===== src/rtl/ddr3_gearbox_pkg.sv =====
// Shared definitions for the DDR3 pixel gearbox (packer and unpacker halves).
// Holds the default pixel/memory widths, a constant clog2 and the mapping
// from a slot index to its bit offset inside a memory word.
package ddr3_gearbox_pkg;

  localparam int unsigned DefPixW = 16;
  localparam int unsigned DefMemW = 256;

  // Ceiling log2, usable in parameter expressions.
  function automatic int unsigned clog2(input int unsigned value);
    int unsigned res;
    res = 0;
    for (int unsigned i = 0; i < 32; i++) begin
      if ((32'd1 << i) < value) res = i + 1;
    end
    return res;
  endfunction

  // Bit offset of the LSB of slot 'slot'; slot 0 is the first pixel in time.
  function automatic int unsigned slot_offset(input int unsigned slot, input int unsigned ratio,
                                              input int unsigned pix_w, input bit msb_first);
    return msb_first ? (ratio - 1 - slot) * pix_w : slot * pix_w;
  endfunction

endpackage


===== src/rtl/ddr3_pix_gearbox_if.sv =====
// Bundle of all gearbox handshake/data signals.
//   slave  : the gearbox side (consumes pixels and memory words, produces both)
//   master : the environment side driving the gearbox
interface ddr3_pix_gearbox_if
  import ddr3_gearbox_pkg::*;
#(
  parameter int unsigned PIX_W = DefPixW,
  parameter int unsigned MEM_W = DefMemW
) ();

  localparam int unsigned CW = clog2(MEM_W / PIX_W) + 1;

  // Packer side
  logic             pix_in_valid;
  logic             pix_in_ready;
  logic [PIX_W-1:0] pix_in_data;
  logic             pix_in_last;
  logic             wr_load;
  logic             mem_out_valid;
  logic             mem_out_ready;
  logic [MEM_W-1:0] mem_out_data;
  logic [CW-1:0]    mem_out_cnt;

  // Unpacker side
  logic             mem_in_valid;
  logic             mem_in_ready;
  logic [MEM_W-1:0] mem_in_data;
  logic [CW-1:0]    mem_in_cnt;
  logic             rd_load;
  logic             pix_out_valid;
  logic             pix_out_ready;
  logic [PIX_W-1:0] pix_out_data;
  logic             pix_out_last;

  modport slave (
    input  pix_in_valid, pix_in_data, pix_in_last, wr_load, mem_out_ready,
    input  mem_in_valid, mem_in_data, mem_in_cnt, rd_load, pix_out_ready,
    output pix_in_ready, mem_out_valid, mem_out_data, mem_out_cnt,
    output mem_in_ready, pix_out_valid, pix_out_data, pix_out_last
  );

  modport master (
    output pix_in_valid, pix_in_data, pix_in_last, wr_load, mem_out_ready,
    output mem_in_valid, mem_in_data, mem_in_cnt, rd_load, pix_out_ready,
    input  pix_in_ready, mem_out_valid, mem_out_data, mem_out_cnt,
    input  mem_in_ready, pix_out_valid, pix_out_data, pix_out_last
  );

endinterface


===== src/rtl/ddr3_pix_unpack.sv =====
// Unpacker: holds one memory word and streams its pixels out in slot order.
//   clk_i, rst_ni               : clock, async active-low reset
//   mem_in_*                    : word to unpack plus pixel count (0 or >RATIO = full)
//   rd_load_i                   : frame start, drops the buffered word
//   pix_out_*                   : pixel stream, last flags the word's final pixel
module ddr3_pix_unpack
  import ddr3_gearbox_pkg::*;
#(
  parameter int unsigned PIX_W     = DefPixW,
  parameter int unsigned MEM_W     = DefMemW,
  parameter bit          MSB_FIRST = 1'b1,
  localparam int unsigned RATIO    = MEM_W / PIX_W,
  localparam int unsigned CW       = clog2(RATIO) + 1
) (
  input  logic             clk_i,
  input  logic             rst_ni,
  input  logic             mem_in_valid_i,
  output logic             mem_in_ready_o,
  input  logic [MEM_W-1:0] mem_in_data_i,
  input  logic [CW-1:0]    mem_in_cnt_i,
  input  logic             rd_load_i,
  output logic             pix_out_valid_o,
  input  logic             pix_out_ready_i,
  output logic [PIX_W-1:0] pix_out_data_o,
  output logic             pix_out_last_o
);

  logic [MEM_W-1:0] word_q, word_d;
  logic             buf_valid_q, buf_valid_d;
  logic [CW-1:0]    idx_q, idx_d;
  logic [CW-1:0]    lim_q, lim_d;
  logic [CW-1:0]    lim_in;
  logic             at_last;
  logic             word_acc;

  assign at_last  = (idx_q == lim_q - 1'b1);
  // A new word may enter while the final pixel of the current one leaves.
  assign mem_in_ready_o = ~rd_load_i & (~buf_valid_q | (pix_out_ready_i & at_last));
  assign word_acc = mem_in_valid_i & mem_in_ready_o;
  assign lim_in   = ((mem_in_cnt_i == '0) || (mem_in_cnt_i > CW'(RATIO))) ? CW'(RATIO)
                                                                           : mem_in_cnt_i;

  assign pix_out_valid_o = buf_valid_q;
  assign pix_out_last_o  = buf_valid_q & at_last;
  assign pix_out_data_o  = PIX_W'(word_q >> slot_offset(32'(idx_q), RATIO, PIX_W, MSB_FIRST));

  always_comb begin
    word_d      = word_q;
    buf_valid_d = buf_valid_q;
    idx_d       = idx_q;
    lim_d       = lim_q;
    if (rd_load_i) begin
      buf_valid_d = 1'b0;
      idx_d       = '0;
    end else if (word_acc) begin
      word_d      = mem_in_data_i;
      lim_d       = lim_in;
      idx_d       = '0;
      buf_valid_d = 1'b1;
    end else if (buf_valid_q && pix_out_ready_i) begin
      if (at_last) begin
        buf_valid_d = 1'b0;
        idx_d       = '0;
      end else begin
        idx_d = idx_q + 1'b1;
      end
    end
  end

  always_ff @(posedge clk_i or negedge rst_ni) begin
    if (!rst_ni) begin
      word_q      <= '0;
      buf_valid_q <= 1'b0;
      idx_q       <= '0;
      lim_q       <= '0;
    end else begin
      word_q      <= word_d;
      buf_valid_q <= buf_valid_d;
      idx_q       <= idx_d;
      lim_q       <= lim_d;
    end
  end

endmodule


===== src/rtl/ddr3_pix_gearbox.sv =====
// DDR3 pixel gearbox: packs PIX_W pixels into MEM_W words (packer, local) and
// unpacks MEM_W words back into pixels (ddr3_pix_unpack). Both halves run
// independently on ui_clk.
//   ui_clk : sole clock        rst_n : async active-low reset
//   bus    : all handshake/data signals, slave view
module ddr3_pix_gearbox
  import ddr3_gearbox_pkg::*;
#(
  parameter int unsigned PIX_W     = DefPixW,
  parameter int unsigned MEM_W     = DefMemW,
  parameter bit          MSB_FIRST = 1'b1
) (
  input logic               ui_clk,
  input logic               rst_n,
  ddr3_pix_gearbox_if.slave bus
);

  localparam int unsigned RATIO = MEM_W / PIX_W;
  localparam int unsigned CW    = clog2(RATIO) + 1;

  if (RATIO < 2 || (RATIO & (RATIO - 1)) != 0 || RATIO * PIX_W != MEM_W) begin : gen_bad_ratio
    $error("ddr3_pix_gearbox: MEM_W/PIX_W must be a power of two of at least 2");
  end

  // Packer state
  logic [MEM_W-1:0] acc_q, acc_d;
  logic [CW-1:0]    slot_q, slot_d;
  logic             out_valid_q, out_valid_d;
  logic [MEM_W-1:0] out_data_q, out_data_d;
  logic [CW-1:0]    out_cnt_q, out_cnt_d;

  logic [MEM_W-1:0] acc_base, acc_fill;
  logic [CW-1:0]    slot_base;
  logic             pix_acc, word_done;

  assign bus.pix_in_ready  = ~out_valid_q | bus.mem_out_ready;
  assign pix_acc           = bus.pix_in_valid & bus.pix_in_ready;
  assign bus.mem_out_valid = out_valid_q;
  assign bus.mem_out_data  = out_data_q;
  assign bus.mem_out_cnt   = out_cnt_q;

  always_comb begin
    // wr_load drops the partial word first, so a same-cycle pixel lands in slot 0.
    acc_base  = bus.wr_load ? '0 : acc_q;
    slot_base = bus.wr_load ? '0 : slot_q;
    acc_fill  = acc_base |
                (MEM_W'(bus.pix_in_data) << slot_offset(32'(slot_base), RATIO, PIX_W, MSB_FIRST));
    word_done = pix_acc & (bus.pix_in_last | (slot_base == CW'(RATIO - 1)));

    acc_d       = acc_base;
    slot_d      = slot_base;
    out_valid_d = out_valid_q;
    out_data_d  = out_data_q;
    out_cnt_d   = out_cnt_q;

    if (bus.mem_out_ready) out_valid_d = 1'b0;
    // A pixel is only accepted when the output register is free or draining.
    if (word_done) begin
      acc_d       = '0;
      slot_d      = '0;
      out_valid_d = 1'b1;
      out_data_d  = acc_fill;
      out_cnt_d   = slot_base + 1'b1;
    end else if (pix_acc) begin
      acc_d  = acc_fill;
      slot_d = slot_base + 1'b1;
    end
  end

  always_ff @(posedge ui_clk or negedge rst_n) begin
    if (!rst_n) begin
      acc_q       <= '0;
      slot_q      <= '0;
      out_valid_q <= 1'b0;
      out_data_q  <= '0;
      out_cnt_q   <= '0;
    end else begin
      acc_q       <= acc_d;
      slot_q      <= slot_d;
      out_valid_q <= out_valid_d;
      out_data_q  <= out_data_d;
      out_cnt_q   <= out_cnt_d;
    end
  end

  ddr3_pix_unpack #(
    .PIX_W     (PIX_W),
    .MEM_W     (MEM_W),
    .MSB_FIRST (MSB_FIRST)
  ) u_unpack (
    .clk_i           (ui_clk),
    .rst_ni          (rst_n),
    .mem_in_valid_i  (bus.mem_in_valid),
    .mem_in_ready_o  (bus.mem_in_ready),
    .mem_in_data_i   (bus.mem_in_data),
    .mem_in_cnt_i    (bus.mem_in_cnt),
    .rd_load_i       (bus.rd_load),
    .pix_out_valid_o (bus.pix_out_valid),
    .pix_out_ready_i (bus.pix_out_ready),
    .pix_out_data_o  (bus.pix_out_data),
    .pix_out_last_o  (bus.pix_out_last)
  );

endmodule


===== src/flat_wrapper.sv =====
// flat-port wrapper written by rule: the top's interface ports become plain ports
module ddr3_pix_gearbox_flat import ddr3_gearbox_pkg::*;
#(
  parameter int unsigned PIX_W     = DefPixW,
  parameter int unsigned MEM_W     = DefMemW,
  parameter bit          MSB_FIRST = 1'b1
)
  (ui_clk, rst_n, bus_pix_in_valid, bus_pix_in_data, bus_pix_in_last, bus_wr_load, bus_mem_out_ready, bus_mem_in_valid, bus_mem_in_data, bus_mem_in_cnt, bus_rd_load, bus_pix_out_ready, bus_pix_in_ready, bus_mem_out_valid, bus_mem_out_data, bus_mem_out_cnt, bus_mem_in_ready, bus_pix_out_valid, bus_pix_out_data, bus_pix_out_last);
  ddr3_pix_gearbox_if #(.PIX_W(PIX_W), .MEM_W(MEM_W)) bus_i ();
  input logic ui_clk;
  input logic rst_n;
  input wire logic [$bits(bus_i.pix_in_valid)-1:0] bus_pix_in_valid;
  input wire logic [$bits(bus_i.pix_in_data)-1:0] bus_pix_in_data;
  input wire logic [$bits(bus_i.pix_in_last)-1:0] bus_pix_in_last;
  input wire logic [$bits(bus_i.wr_load)-1:0] bus_wr_load;
  input wire logic [$bits(bus_i.mem_out_ready)-1:0] bus_mem_out_ready;
  input wire logic [$bits(bus_i.mem_in_valid)-1:0] bus_mem_in_valid;
  input wire logic [$bits(bus_i.mem_in_data)-1:0] bus_mem_in_data;
  input wire logic [$bits(bus_i.mem_in_cnt)-1:0] bus_mem_in_cnt;
  input wire logic [$bits(bus_i.rd_load)-1:0] bus_rd_load;
  input wire logic [$bits(bus_i.pix_out_ready)-1:0] bus_pix_out_ready;
  output wire logic [$bits(bus_i.pix_in_ready)-1:0] bus_pix_in_ready;
  output wire logic [$bits(bus_i.mem_out_valid)-1:0] bus_mem_out_valid;
  output wire logic [$bits(bus_i.mem_out_data)-1:0] bus_mem_out_data;
  output wire logic [$bits(bus_i.mem_out_cnt)-1:0] bus_mem_out_cnt;
  output wire logic [$bits(bus_i.mem_in_ready)-1:0] bus_mem_in_ready;
  output wire logic [$bits(bus_i.pix_out_valid)-1:0] bus_pix_out_valid;
  output wire logic [$bits(bus_i.pix_out_data)-1:0] bus_pix_out_data;
  output wire logic [$bits(bus_i.pix_out_last)-1:0] bus_pix_out_last;
  assign bus_i.pix_in_valid = bus_pix_in_valid;
  assign bus_i.pix_in_data = bus_pix_in_data;
  assign bus_i.pix_in_last = bus_pix_in_last;
  assign bus_i.wr_load = bus_wr_load;
  assign bus_i.mem_out_ready = bus_mem_out_ready;
  assign bus_i.mem_in_valid = bus_mem_in_valid;
  assign bus_i.mem_in_data = bus_mem_in_data;
  assign bus_i.mem_in_cnt = bus_mem_in_cnt;
  assign bus_i.rd_load = bus_rd_load;
  assign bus_i.pix_out_ready = bus_pix_out_ready;
  assign bus_pix_in_ready = bus_i.pix_in_ready;
  assign bus_mem_out_valid = bus_i.mem_out_valid;
  assign bus_mem_out_data = bus_i.mem_out_data;
  assign bus_mem_out_cnt = bus_i.mem_out_cnt;
  assign bus_mem_in_ready = bus_i.mem_in_ready;
  assign bus_pix_out_valid = bus_i.pix_out_valid;
  assign bus_pix_out_data = bus_i.pix_out_data;
  assign bus_pix_out_last = bus_i.pix_out_last;
  ddr3_pix_gearbox #(.PIX_W(PIX_W), .MEM_W(MEM_W), .MSB_FIRST(MSB_FIRST)) u_core (.ui_clk(ui_clk), .rst_n(rst_n), .bus(bus_i));
endmodule

===== config.mk =====
export PLATFORM = sky130hd
export DESIGN_NAME = ddr3_pix_gearbox_flat
export DESIGN_NICKNAME = d
export VERILOG_FILES = /design/src/rtl/ddr3_gearbox_pkg.sv /design/src/rtl/ddr3_pix_gearbox_if.sv /design/src/rtl/ddr3_pix_unpack.sv /design/src/rtl/ddr3_pix_gearbox.sv /design/src/flat_wrapper.sv
export SDC_FILE = /design/constraint.sdc
export NUM_CORES = 2
export LEC_CHECK = 0
export ABC_AREA = 1
export CORE_MARGIN = 1.5
export CORE_UTILIZATION = 35
export CTS_CLUSTER_SIZE = 8
export DETAILED_ROUTE_END_ITERATION = 8
export GPL_TIMING_DRIVEN = 0
export PLACE_DENSITY = 0.55
export SETUP_SLACK_MARGIN = 0.02
export SLEW_MARGIN = 20
export SYNTH_ARGS = -nofsm -noshare
export SYNTH_HDL_FRONTEND = slang
export SYNTH_SLANG_ARGS = --single-unit

===== constraint.sdc =====
create_clock -name ui_clk -period 2.2 [get_ports ui_clk]
set_clock_uncertainty 0.05 [all_clocks]
set_input_delay 0.44 -clock ui_clk [delete_from_list [all_inputs] [get_ports ui_clk]]
set_output_delay 0.44 -clock ui_clk [all_outputs]
set_load 0.1 [all_outputs]

### Word level (Yosys, flattened, before mapping)

Index checks and enable logic that the tools add are counted.

| cells by class | value |
|---|---|
| $add $sub $neg | 5 |
| $lt $le $gt $ge | 1 |
| equal/unequal tests | 2 |
| shift operators | 2 |
| mux-type cells | 17 |
| bitwise gates (word level) | 13 |
| reduce and logical (&&, ||, !) cells | 8 |

Operators by type and width:

| cell | number |
|---|---|
| 256-bit two-way mux | 3 |
| 256-bit OR | 1 |
| 16-bit by 32-bit << shifter with 256-bit output | 1 |
| 256-bit by 32-bit right shift with 16-bit output | 1 |
| 5-bit two-way mux | 8 |
| 4-bit by 5-bit subtractor with 6-bit output (first input constant) | 2 |
| 5-bit by 1-bit adder with 5-bit output (second input constant) | 2 |
| 1-bit bitwise AND | 6 |
| 1-bit two-way mux | 6 |
| 3-bit nonzero test | 2 |
| 5-bit by 4-bit equality test with 1-bit output (second input constant) | 1 |
| 5-bit equality test | 1 |
| 5-bit greater-than comparator (second input constant) | 1 |
| 5-bit zero test | 1 |
| 5-bit by 1-bit subtractor with 5-bit output (second input constant) | 1 |
| 2-bit AND reduction | 2 |
| 1-bit inverter | 3 |
| 1-bit OR | 3 |
| 2-bit nonzero test | 1 |
| 1-bit logical AND | 1 |
| 1-bit logical OR | 1 |

| word-level totals | value |
|---|---|
| flip-flop bits (word level) | 790 |
| bits of input ports | 286 |
| logic and storage cells | 57 |

### Logic depth before layout (Yosys ltp)

| depth | value |
|---|---|
| depth in word-level cells | 8 |
| mapped depth | 16 |
| depth with buffers taken out | 13 |

### Modules after synthesis

From an unflattened synthesis, not the netlist that was laid out.

| unflattened totals | value |
|---|---|
| cells, all modules | 5108 |
| area, all modules | 37628.6 um^2 |

By module, submodules not included:

| module | instances | cells each | area each (um^2) | seq. area each (um^2) |
|---|---|---|---|---|
| ddr3_pix_gearbox | 1 | 3446 | 24621.1 | 13087.6 |
| ddr3_pix_unpack | 1 | 1662 | 13007.5 | 6681.4 |

### Least setup slack after synthesis

No wires, ideal clock.

| timing path | value |
|---|---|
| path kind | register to output |
| from | register u_core.u_unpack.lim_q[0] |
| to | output port bus_pix_out_last |
| data arrival time | 3287 ps |
| data required time | 1710 ps |
| path slack | -1577 ps |
| stages on the path, launching flop included | 9 |
| path buffers | 0 |
| cells stage by stage | dfrtp_1 -> inv_1 -> ha_1 -> inv_1 -> nand2_1 -> nand2_1 -> nor2_1 -> nand3_1 -> nor3b_1 |

| between the ends | value |
|---|---|
| cells in the longest elaborated chain, start to end | 3 |

RTL lines:

| item | line | text |
|---|---|---|
| start, declared | ddr3_pix_unpack.sv:31 | `logic [CW-1:0] lim_q, lim_d;` |
| start signal, assigned | ddr3_pix_unpack.sv:80 | `lim_q <= lim_d;` |
| 5-bit by 1-bit subtractor with 5-bit output | ddr3_pix_unpack.sv:36 | `assign at_last = (idx_q == lim_q - 1'b1);` |
| 5-bit equality test | ddr3_pix_unpack.sv:36 |  |
| 1-bit bitwise AND | ddr3_pix_unpack.sv:44 | `assign pix_out_last_o = buf_valid_q & at_last;` |
| end, declared | flat_wrapper.sv:29 | `output wire logic [$bits(bus_i.pix_out_last)-1:0] bus_pix_out_last;` |

Every way passes these cells.

### Worst setup path in the final report

| timing path | value |
|---|---|
| from | register u_core.u_unpack.idx_q[0] |
| to | output port bus_pix_out_data[12] |

| between the ends | value |
|---|---|
| cells in the longest elaborated chain, start to end | 2 |

RTL lines:

| item | line | text |
|---|---|---|
| start, declared | ddr3_pix_unpack.sv:30 | `logic [CW-1:0] idx_q, idx_d;` |
| start signal, assigned | ddr3_pix_unpack.sv:79 | `idx_q <= idx_d;` |
| 4-bit by 5-bit subtractor with 6-bit output | ddr3_gearbox_pkg.sv:22 | `return msb_first ? (ratio - 1 - slot) * pix_w : slot * pix_w;` |
| 256-bit by 32-bit right shift with 16-bit output | ddr3_pix_unpack.sv:45 | `assign pix_out_data_o = PIX_W'(word_q >> slot_offset(32'(idx_q), RATIO, PIX_W, MSB_FIRST));` |
| end, declared | flat_wrapper.sv:28 | `output wire logic [$bits(bus_i.pix_out_data)-1:0] bus_pix_out_data;` |

Every way passes these cells.

==> results.md <==
* Core Area at about 100000 um^2
* # nets final at ~5400
* Slew Limit Headroom at 24.6%
* CTS Sinks at ~800
* Overall power at approximately 40 mW
* Fin crit share at 145%
* Final HPWL from detailed placement at between 100000 and 150000 um
* Combinational power share at approximately 20%
* Critical-path cell list: buf_6 > inv_8 > clkbuf_16 > clkbuf_16 > o21ai_2 > o221ai_2 > nand3_2 > a31oi_4 > buf_12
* RR Endpoint: u_core.bus.mem_out_data[177]$_DFFE_PN0P_
* Min-Delay Path Class: in2reg
* Final setup violating endpoints at ~890
* Non-Filler Instances at about 6400
* CTS buffer count at 110
* Synth-to-Final Area Change at 51.4%
* DRT iter0 DRCs at 3454
* Gr usage total at about 30%
* Initial antenna violation count at 6
* Worst r2r path cells at 17
* CP max FO at 7
* Clk pwr share at roughly 39%
* Failing checks: negative setup slack
* Insertion delay to the later sink of the worst-skew pair at approximately 0.7 ns
* Slew Limit Fails at 0
* Switching part of the total at between 30% and 40%
* Peak supply drop at 0.000683 V
* Max Clock Freq at 0.314 GHz
* Clock transition at path regs at roughly 0.05 ns
* WL final at between 150000 and 200000 um
* Synth area leader: dfrtp_1
* First-pass GRT wire length at 230000 um
* Hold WS at roughly 0.25 ns
* Antenna Violating Nets Remaining at 0
* Sequential power share at between 40% and 50%
* Leakage power at about 24 nW
* Max clock buf depth at 3
* DP Cell Count at roughly 6100
* Fraction of registers with async set/reset at between 90% and 100%
* CTS tree: done
* Outcome: complete, but fails checks
* Largest net degree at the start of global routing at approximately 130
* Netlist cell types at 28
* Most numerous cell in the Yosys netlist: nand2_1
* CP max-delay cell: dfrtp_1
* Crit end category: primary output
* CP max stage delay at approximately 0.4 ns
* Die area at between 100000 and 150000 um^2
* Switch Pwr at about 12 mW
* Mapped cell area at 35500 um^2
* Synth top area share at between 50% and 60%
* Cell internal pwr at between 20 and 30 mW
* Gr ovfl total at 0
* Die Width at ~320 um
* Starting Density at a little over a third
* Unrepaired setup endpoints after global routing: true
* Synth top area cells: dfrtp_1 56%, nand2_1 12%, o21ai_0 6.6%, nand3_1 5.6%, a211oi_1 5.4%
* Worst Setup SP: u_core.u_unpack.idx_q[0]$_DFFE_PN0P_
* Worst path required time at about 1.7 ns
* Mapped Cells at about 4200
* Port bufs at between 500 and 600
* Crit path to: bus_pix_out_data[12]
* Startpoint types: register
* PD cells at about 740 nW/um^2
* Via count of the first global-routing pass at 33479
* Critical path class: reg2out
* Avg Inst Size Synth at 8.48 um^2
* Synthesized net count at around 4500
* DR vias at approximately 35000
* Main flop type after synthesis: dfrtp_1
* Most used cell along the critical path: clkbuf_16
* Worst R2R Setup Slack at -0.52 ns
* Final hold vios at 0
* Max capacitance violation total at 0
* Filler cells at roughly 9000
* GP Congestion at 0.957
* Mean number of vias per cell at 5.47
* Root Buffer: clkbuf_16
* Drt pass-1 iters at 6
* Slew @ Worst Pin at 1.13 ns
* Setup WS post-layout at -0.981 ns
* Avg WL per Cell at around 26 um
* FP Rows at roughly 120
* Worst R2R Start: u_core.slot_q[1]$_DFF_PN0_
* Ys Warns at 0
* Die Ht at approximately 320 um
* Most frequent cells after synthesis: 1171 x nand2_1, 790 x dfrtp_1, 465 x o21ai_0
* Post-synth EDFFs at 0
* Post-route DRC at 0
* H-tree Lvls at 3
* Seq cells post-synth at slightly below 800
* Seq/Total Area, Yosys at 55.7%
* Share of cells above drive strength 1 at ~30%
* I/O pin count at about 570
* Worst endpoint data arrival time at 2.69 ns
* Crit path time final at about 3.2 ns
-- worst min path at each step --
stage | from | endpoint | slack, ns | cells after the start
after floorplan | rst_n | u_core.acc_q[0]$_DFF_PN0_ | 0.09 | 0
after global placement | u_core.u_unpack.word_q[230]$_DFFE_PN0P_ | u_core.u_unpack.word_q[230]$_DFFE_PN0P_ | 0.41 | 2
after detailed placement | rst_n | u_core.u_unpack.word_q[139]$_DFFE_PN0P_ | 0.26 | 1
after CTS | bus_mem_in_data[30] | u_core.u_unpack.word_q[30]$_DFFE_PN0P_ | 0.21 | 3
after global routing | bus_mem_in_data[70] | u_core.u_unpack.word_q[70]$_DFFE_PN0P_ | 0.24 | 3
final | bus_mem_in_data[70] | u_core.u_unpack.word_q[70]$_DFFE_PN0P_ | 0.25 | 3
-- per-stage QoR --
step                      cell area, um^2  util, %  setup slack, ns  TNS [ns]
after floorplan                     36100        -           -0.187     -2.18
after global placement              43500     43.3           -43.21         -
after detailed placement            43600     43.5            -1.98   -992.42
after CTS                           50800     50.6            -1.01   -504.45
after global routing                53700     53.6            -1.01   -329.37
final                               53700     53.6           -0.981   -267.23
-- state kept, by name, summed over array words and instances, names as in the netlist --
register                         cells
u_core.bus.mem_out_data            256
u_core.slot_q                        5
u_core.u_unpack.lim_q                5
u_core.acc_q                       256
u_core.u_unpack.idx_q                5
u_core.u_unpack.pix_out_valid_o      1
u_core.bus.mem_out_valid             1
u_core.u_unpack.word_q             256
u_core.bus.mem_out_cnt               5
-- kinds of logic after synthesis --
logic type                 after synthesis  share of synthesized area (%)
adders and majority gates                4                          0.141
buffers and inverters                  644                           7.68
xor gates and xnor gates                 4                         0.0987
AOI/OAI and AO/OA                      994                           16.4
and+or+nand+nor                       1752                           20.0
DFF                                    790                           55.7
-- placed cells by master (no fill, tap or decap), types with 23 or more instances in the layout --
cell and count:
nand2_1 878, inv_1 290, clkbuf_16 168, clkdlybuf4s50_1 282, nor2_1 135, nand3_4 23
buf_4 73, buf_2 67, o21ai_2 138, nand3_2 37, clkbuf_1 119, a211oi_2 88
buf_16 45, o21ai_1 141, clkbuf_2 229, buf_12 84, nand3_1 338, buf_6 50
o21ai_0 368, a211oi_1 168, nand2_2 192, dfrtp_1 786, nor2_4 24, buf_8 60
nand2_4 99
-- what timing repair did --
item / CTS / global route
pin swaps: 124 / 125
hold endpoints to repair: 235 / 262
gates resized for setup: 939 / 1395
cloned: 44 / 45
setup endpoints to repair: 1062 / 1323
buffers inserted: 72 / 50
hold buffers: 3 / 1
-- power by group through the flow --
stage	Sequential (mW)	Clock [mW]	Combinational [mW]
final	16.2	15.6	7.89
after global routing	16.3	16.4	8.28
after CTS	16.1	15.8	7.06
after detailed placement	16.3	0	5.92
after global placement	16.4	0	5.75
after floorplan	16.9	0	2.71
-- metal layers --
| metal | part of all wire, % | vias to the layer above | global-route usage (%) |
|---|---|---|---|
| li1 | - | 15748 | - |
| met1 | 40 | 17454 | 39.5 |
| met2 | 46 | 1682 | 47.5 |
| met3 | 8.4 | 367 | 6.97 |
| met4 | 5.1 | 2 | 14.0 |
| met5 | 0.0042 | - | 0 |
-- final cells by class --
class	count	area (um^2)	area share, %
Inverter	305	1180	2.20
Antenna cell	3	7.51	0.0140
Buffer	334	3130	5.82
Multi-Input combinational cell	2754	16600	30.9
Clock buffer	119	2800	5.20
Tap cell	1357	1700	3.16
Sequential cell	790	19800	36.8
Clock inverter	9	174	0.324
Timing Repair Buffer	776	8400	15.6
-- critical path, delay by kind of cell (launching register included) --
family          cells  cell delay [ns]
flops               1             0.39
simple gates        1             0.20
buf+inv             5             0.78
compound gates      3             0.60
Note: power is estimated with default switching activity, not from simulation.
